**src/rtl/change_dispenser.sv**
```systemverilog
// Change-payout controller: greedy quarter/dime/nickel dispensing over a coin_valid/coin_ack hopper handshake.
// Optional ack timeout in ISSUE is enabled by defining CHANGE_ACK_TIMEOUT_EN.
module change_dispenser #(
  parameter int QUART_INIT  = 20,
  parameter int DIME_INIT   = 20,
  parameter int NICK_INIT   = 20,
  parameter int CNT_W       = 8,
  parameter int ACK_TIMEOUT = 15
) (
  input  logic             clk,
  input  logic             rst,
  input  logic             req,
  input  logic [8:0]       amount,
  input  logic             refill,
  input  logic             coin_ack,
  output logic             coin_valid,
  output logic [1:0]       coin_sel,
  output logic             busy,
  output logic             done,
  output logic             short,
  output logic [8:0]       remaining,
  output logic [8:0]       quart,
  output logic [8:0]       dim,
  output logic [8:0]       nick,
  output logic [CNT_W-1:0] q_level,
  output logic [CNT_W-1:0] d_level,
  output logic [CNT_W-1:0] n_level,
  output logic             exact_change_only
);

  // state  | meaning
  // IDLE   | waiting for req; refill honoured here only
  // SELECT | greedy pick of the next coin, or finish
  // ISSUE  | coin_valid high, waiting for coin_ack
  // DONE   | one-cycle done/short pulse

  typedef enum logic [1:0] {IDLE, SELECT, ISSUE, DONE} state_t;

  localparam logic [1:0] SEL_NONE = 2'b00;
  localparam logic [1:0] SEL_N    = 2'b01;
  localparam logic [1:0] SEL_D    = 2'b10;
  localparam logic [1:0] SEL_Q    = 2'b11;

  localparam logic [CNT_W-1:0] Q_FULL = CNT_W'(QUART_INIT);
  localparam logic [CNT_W-1:0] D_FULL = CNT_W'(DIME_INIT);
  localparam logic [CNT_W-1:0] N_FULL = CNT_W'(NICK_INIT);

  localparam int TO_W = (ACK_TIMEOUT > 1) ? $clog2(ACK_TIMEOUT) : 1;
  localparam logic [TO_W-1:0] TO_LOAD = TO_W'(ACK_TIMEOUT - 1);

`ifdef CHANGE_ACK_TIMEOUT_EN
  localparam bit TIMEOUT_EN = 1'b1;
`else
  localparam bit TIMEOUT_EN = 1'b0;
`endif

  state_t          state;
  logic [1:0]      pick;
  logic [TO_W-1:0] ack_cnt;

  function automatic logic [8:0] coin_val(input logic [1:0] sel);
    case (sel)
      SEL_Q:   coin_val = 9'd25;
      SEL_D:   coin_val = 9'd10;
      SEL_N:   coin_val = 9'd5;
      default: coin_val = 9'd0;
    endcase
  endfunction

  // Greedy choice; a hopper at zero is never offered, so levels cannot underflow.
  always_comb begin
    pick = SEL_NONE;
    if (remaining >= 9'd25 && q_level != '0)
      pick = SEL_Q;
    else if (remaining >= 9'd10 && d_level != '0)
      pick = SEL_D;
    else if (remaining >= 9'd5 && n_level != '0)
      pick = SEL_N;
  end

  always_ff @(posedge clk or posedge rst) begin
    if (rst) begin
      state             <= IDLE;
      coin_valid        <= 1'b0;
      coin_sel          <= SEL_NONE;
      busy              <= 1'b0;
      done              <= 1'b0;
      short             <= 1'b0;
      remaining         <= '0;
      quart             <= '0;
      dim               <= '0;
      nick              <= '0;
      q_level           <= Q_FULL;
      d_level           <= D_FULL;
      n_level           <= N_FULL;
      exact_change_only <= (N_FULL == '0);
      ack_cnt           <= '0;
    end else begin
      case (state)
        IDLE: begin
          if (req) begin
            remaining <= amount;
            quart     <= '0;
            dim       <= '0;
            nick      <= '0;
            busy      <= 1'b1;
            state     <= SELECT;
          end else if (refill) begin
            q_level           <= Q_FULL;
            d_level           <= D_FULL;
            n_level           <= N_FULL;
            exact_change_only <= (N_FULL == '0);
          end
        end

        SELECT: begin
          if (pick != SEL_NONE) begin
            coin_sel   <= pick;
            coin_valid <= 1'b1;
            ack_cnt    <= TO_LOAD;
            state      <= ISSUE;
          end else begin
            done  <= 1'b1;
            short <= (remaining != '0);
            state <= DONE;
          end
        end

        ISSUE: begin
          if (coin_ack) begin
            coin_valid <= 1'b0;
            coin_sel   <= SEL_NONE;
            remaining  <= remaining - coin_val(coin_sel);
            case (coin_sel)
              SEL_Q: begin
                q_level <= q_level - 1'b1;
                quart   <= quart + 9'd1;
              end
              SEL_D: begin
                d_level <= d_level - 1'b1;
                dim     <= dim + 9'd1;
              end
              SEL_N: begin
                n_level           <= n_level - 1'b1;
                nick              <= nick + 9'd1;
                exact_change_only <= (n_level == CNT_W'(1));
              end
              default: ;
            endcase
            state <= SELECT;
          end else if (TIMEOUT_EN && ack_cnt == '0) begin
            // Hopper never answered: abandon the coin and report a shortfall.
            coin_valid <= 1'b0;
            coin_sel   <= SEL_NONE;
            done       <= 1'b1;
            short      <= 1'b1;
            state      <= DONE;
          end else if (ack_cnt != '0) begin
            ack_cnt <= ack_cnt - 1'b1;
          end
        end

        DONE: begin
          done  <= 1'b0;
          short <= 1'b0;
          busy  <= 1'b0;
          state <= IDLE;
        end

        default: state <= IDLE;
      endcase
    end
  end

endmodule

```
**config.mk**
```make
export PLATFORM = sky130hd
export DESIGN_NAME = change_dispenser
export DESIGN_NICKNAME = d
export VERILOG_FILES = /design/src/rtl/change_dispenser.sv
export SDC_FILE = /design/constraint.sdc
export NUM_CORES = 1
export LEC_CHECK = 0
export ABC_AREA = 1
export ABC_CLOCK_PERIOD_IN_PS = 4520
export CAP_MARGIN = 20
export CORE_MARGIN = 1.5
export CORE_UTILIZATION = 45
export CTS_CLUSTER_SIZE = 8
export DETAILED_ROUTE_END_ITERATION = 10
export PLACE_DENSITY = 0.71
export SYNTH_ARGS = -nofsm -noshare
export SYNTH_HDL_FRONTEND = slang
export SYNTH_SLANG_ARGS = --single-unit
```
**constraint.sdc**
```tcl
create_clock -name clk -period 4.52 [get_ports clk]
set_input_delay 0.904 -clock clk [delete_from_list [all_inputs] [get_ports clk]]
set_output_delay 0.904 -clock clk [all_outputs]
set_load 0.005 [all_outputs]
```
==> flow_summary.yaml <==
logic_synthesis:
  syn_nets: 565
  synth_top_cell_by_area: "dfrtp_1"
  synth_cell_types: 38
  synth.most_common_cell: "nand2_1"
  ys_ff_latch: 69
  synthFlopType: "dfrtp_1"
  netlist_top_cells_area: "dfrtp_1 38%, nand2_1 10%, inv_1 6.6%, nand3_1 6.1%, o21ai_0 5.1%"
  async_flop_share: 1.00
  syn_area_sq_um: 4150
  synth_warnings: 0
  syn-mean-instance-area_sq_um: 7.73
  ys_seq_area_frac: 0.418
  synth_common_cells: "112 x nand2_1, 73 x inv_1, 63 x dfrtp_1"
  synth_cells: 537
  synth_edf_count: 0
  synth_top_area_frac: 0.380
clocking:
  cts.reportedPaths.clkPinSlew_ns: 0.07
  cts_sinks: 69
  clk_latency_ns: 0.34
  cts_resized: 0
  cts-root-buf: "clkbuf_8"
  cts_made_buffers: 9
  cts_setup_buffers: 0
  cts_buffer_depth: 2
  cts_tree: "done"
  htreeDepth: 3
  cts_hold_buf: 0
die:
  core-area_sq_um: 8850
  rows: 34
  die-area_sq_um: 9810
  io_pins: 81
  die_h_microns: 99.1
  initial_utilization: 0.469
  die_w_microns: 99.1
global_route:
  antenna_found_initial: 0
  grt_max_degree: 32
  grt-ovfl-total: 0
  grt_pass1_wl_mm: 17.0
  grtUsageTotal: 0.216
  grt_pass1_vias: 3671
placed_design:
  dp_hpwl_mm: 7.58
  io_buffers: 80
  dp_slack_ns: 2.00
  gp_congestion: 0.865
pwr:
  peakVddDrop_mv: 0.302
  p_per_area_nw_per_um2: 637
  p_leak_uw: 0.00241
run_status:
  status: "complete, no violations"
cells_and_area:
  fill_cells: 820
  layout.nets: 651
  syn2layout_area_growth_pct: 27.0
  layout-drive-gt1-share: 0.102
  diodes: 0
  final_util: 0.596
timing:
  maxSlewHeadroom: 0.548
  finalWorstSetupSlack_ns: 2.18
  setup_viol: 0
  fmax_mhz: 428
  rsz0062_at_grt: "no"
  worstMarginPinSlew_ns: 0.676
  drv_slew: 0
  tns_ns: 0
  worst_clock_skew_ns: 0.00721
  hold_violations: 0
  min_period_ns: 2.34
  finalCritPeriodShare: 0.517
hold_path:
  min_path_cells: 2
  holdPathEnd: "exact_change_only$_DFFE_PP0P_"
  worstHoldPathType: "reg2reg"
  hold_start: "exact_change_only$_DFFE_PP0P_"
route:
  ant_nets: 0
  wl_per_cell_microns: 13.9
  dr.pass1.iters: 5
  drc: 0
  dr_total_vias: 3897
  dr.first_iter.drc_count: 227
  avgViaCountPerCell: 5.29
  finalWirelength_mm: 10.2
run:
  cap_violations: 0
setup_path:
  r2r_start: "state[1]$_DFFE_PP0P_"
  cp_max_fo: 6
  path_cells: "clkdlybuf4s50_1"
  cp.buffers_inverters: 1
  r2r-end: "q_level[6]$_DFFE_PP0P_"
  crit_required_ns: 3.62
  max_stage_delay_ns: 0.58
  startpoint: "n_level[4]$_DFFE_PP1P_"
  worstPathArrival_ns: 1.43
  r2r_slack_ns: 2.19
  endpoint_kind: "primary output"
  reg2reg_depth: 10
  worst-setup-path-type: "reg2out"
  cp-start-kind: "register"
  critical_path.top_delay_family: "flip-flops"
  critPathSlowestCell: "dfstp_2"
## worst max path at each step
stage                                to  slack [ns]  depth (start not counted)
3_3_place_gp   remaining[6]$_DFFE_PP0P_        2.05                          6
6_report                     n_level[4]        2.18                          1
3_5_place_dp   remaining[6]$_DFFE_PP0P_        2.00                          6
4_1_cts                      n_level[4]        2.16                          1
2_1_floorplan          busy$_DFFE_PP0P_        1.89                          1
5_1_grt              dim[5]$_DFFE_PP0P_        2.00                         10
## cells by family (layout without fill, tap and decap cells)
| group | count (synthesis) | after routing | synth area share |
|---|---|---|---|
| adders and majority gates | 14 | 14 | 0.0440 |
| xor gates and xnor gates | 9 | 9 | 0.0190 |
| buffers and inverters | 89 | 180 | 0.0877 |
| DFF | 69 | 69 | 0.418 |
| AOI/OAI and AO/OA | 89 | 89 | 0.117 |
| and+or+nand+nor | 267 | 267 | 0.315 |
## power by group
part           total, uW  leakage (uW)  internal (uW)  switching, uW
Combinational       1800       0.00140            739           1060
Sequential          1020      0.000904            804            211
Clock                544      0.000105            302            242
## through the flow
stage	instances	total power, uW	hold WS (ns)	instance area [sq um]
floorplan	537	2200	0.472	4150
global placement	720	2760	0.474	5050
detailed placement	720	2820	0.482	5050
CTS	736	3380	0.500	5270
global route	736	3650	0.512	5270
finish	736	3360	0.496	5270
## sequential cells by signal, indices dropped and copies added, names as in the netlist, 2 cells and up
| name | count |
|---|---|
| q_level | 8 |
| coin_sel | 2 |
| n_level | 8 |
| state | 2 |
| d_level | 8 |
| remaining | 9 |
| dim | 9 |
| nick | 9 |
| quart | 9 |
## cells in the final DEF (no fill, tap or decap), types with 3 or more instances in the layout
cell,n
a21oi_1,22
buf_4,3
clkbuf_8,12
clkdlybuf4s50_1,80
dfrtp_1,63
dfstp_2,6
ha_1,13
inv_1,72
inv_2,7
nand2_1,112
nand2_2,9
nand2_4,4
nand3_1,51
nand4_1,16
nor2_1,42
nor2_2,3
nor2_4,5
nor3_1,9
o211ai_1,3
o21ai_0,42
o21ai_1,8
o31ai_1,8
or2_2,5
xor2_1,7
## area by class of cell
type,count,area [sq um],area share
Timing Repair Buffer,83,823,0.156
Sequential cell,69,1730,0.329
Multi-Input combinational cell,379,2050,0.389
Clock buffer,12,165,0.0313
Tap cell,108,135,0.0256
Inverter,81,309,0.0586
Clock inverter,4,53.8,0.0102
## per-layer routing
layer  GRT usage  vias up  share of wire  wire [microns]
li1            -     1940              -               -
met1       0.287     1835           0.46            4660
met2       0.360      106           0.48            4890
met3      0.0291       16          0.046             469
met4      0.0791        0          0.019             199
met5           0        -              0               0
Power figures use the tool's default switching activity.
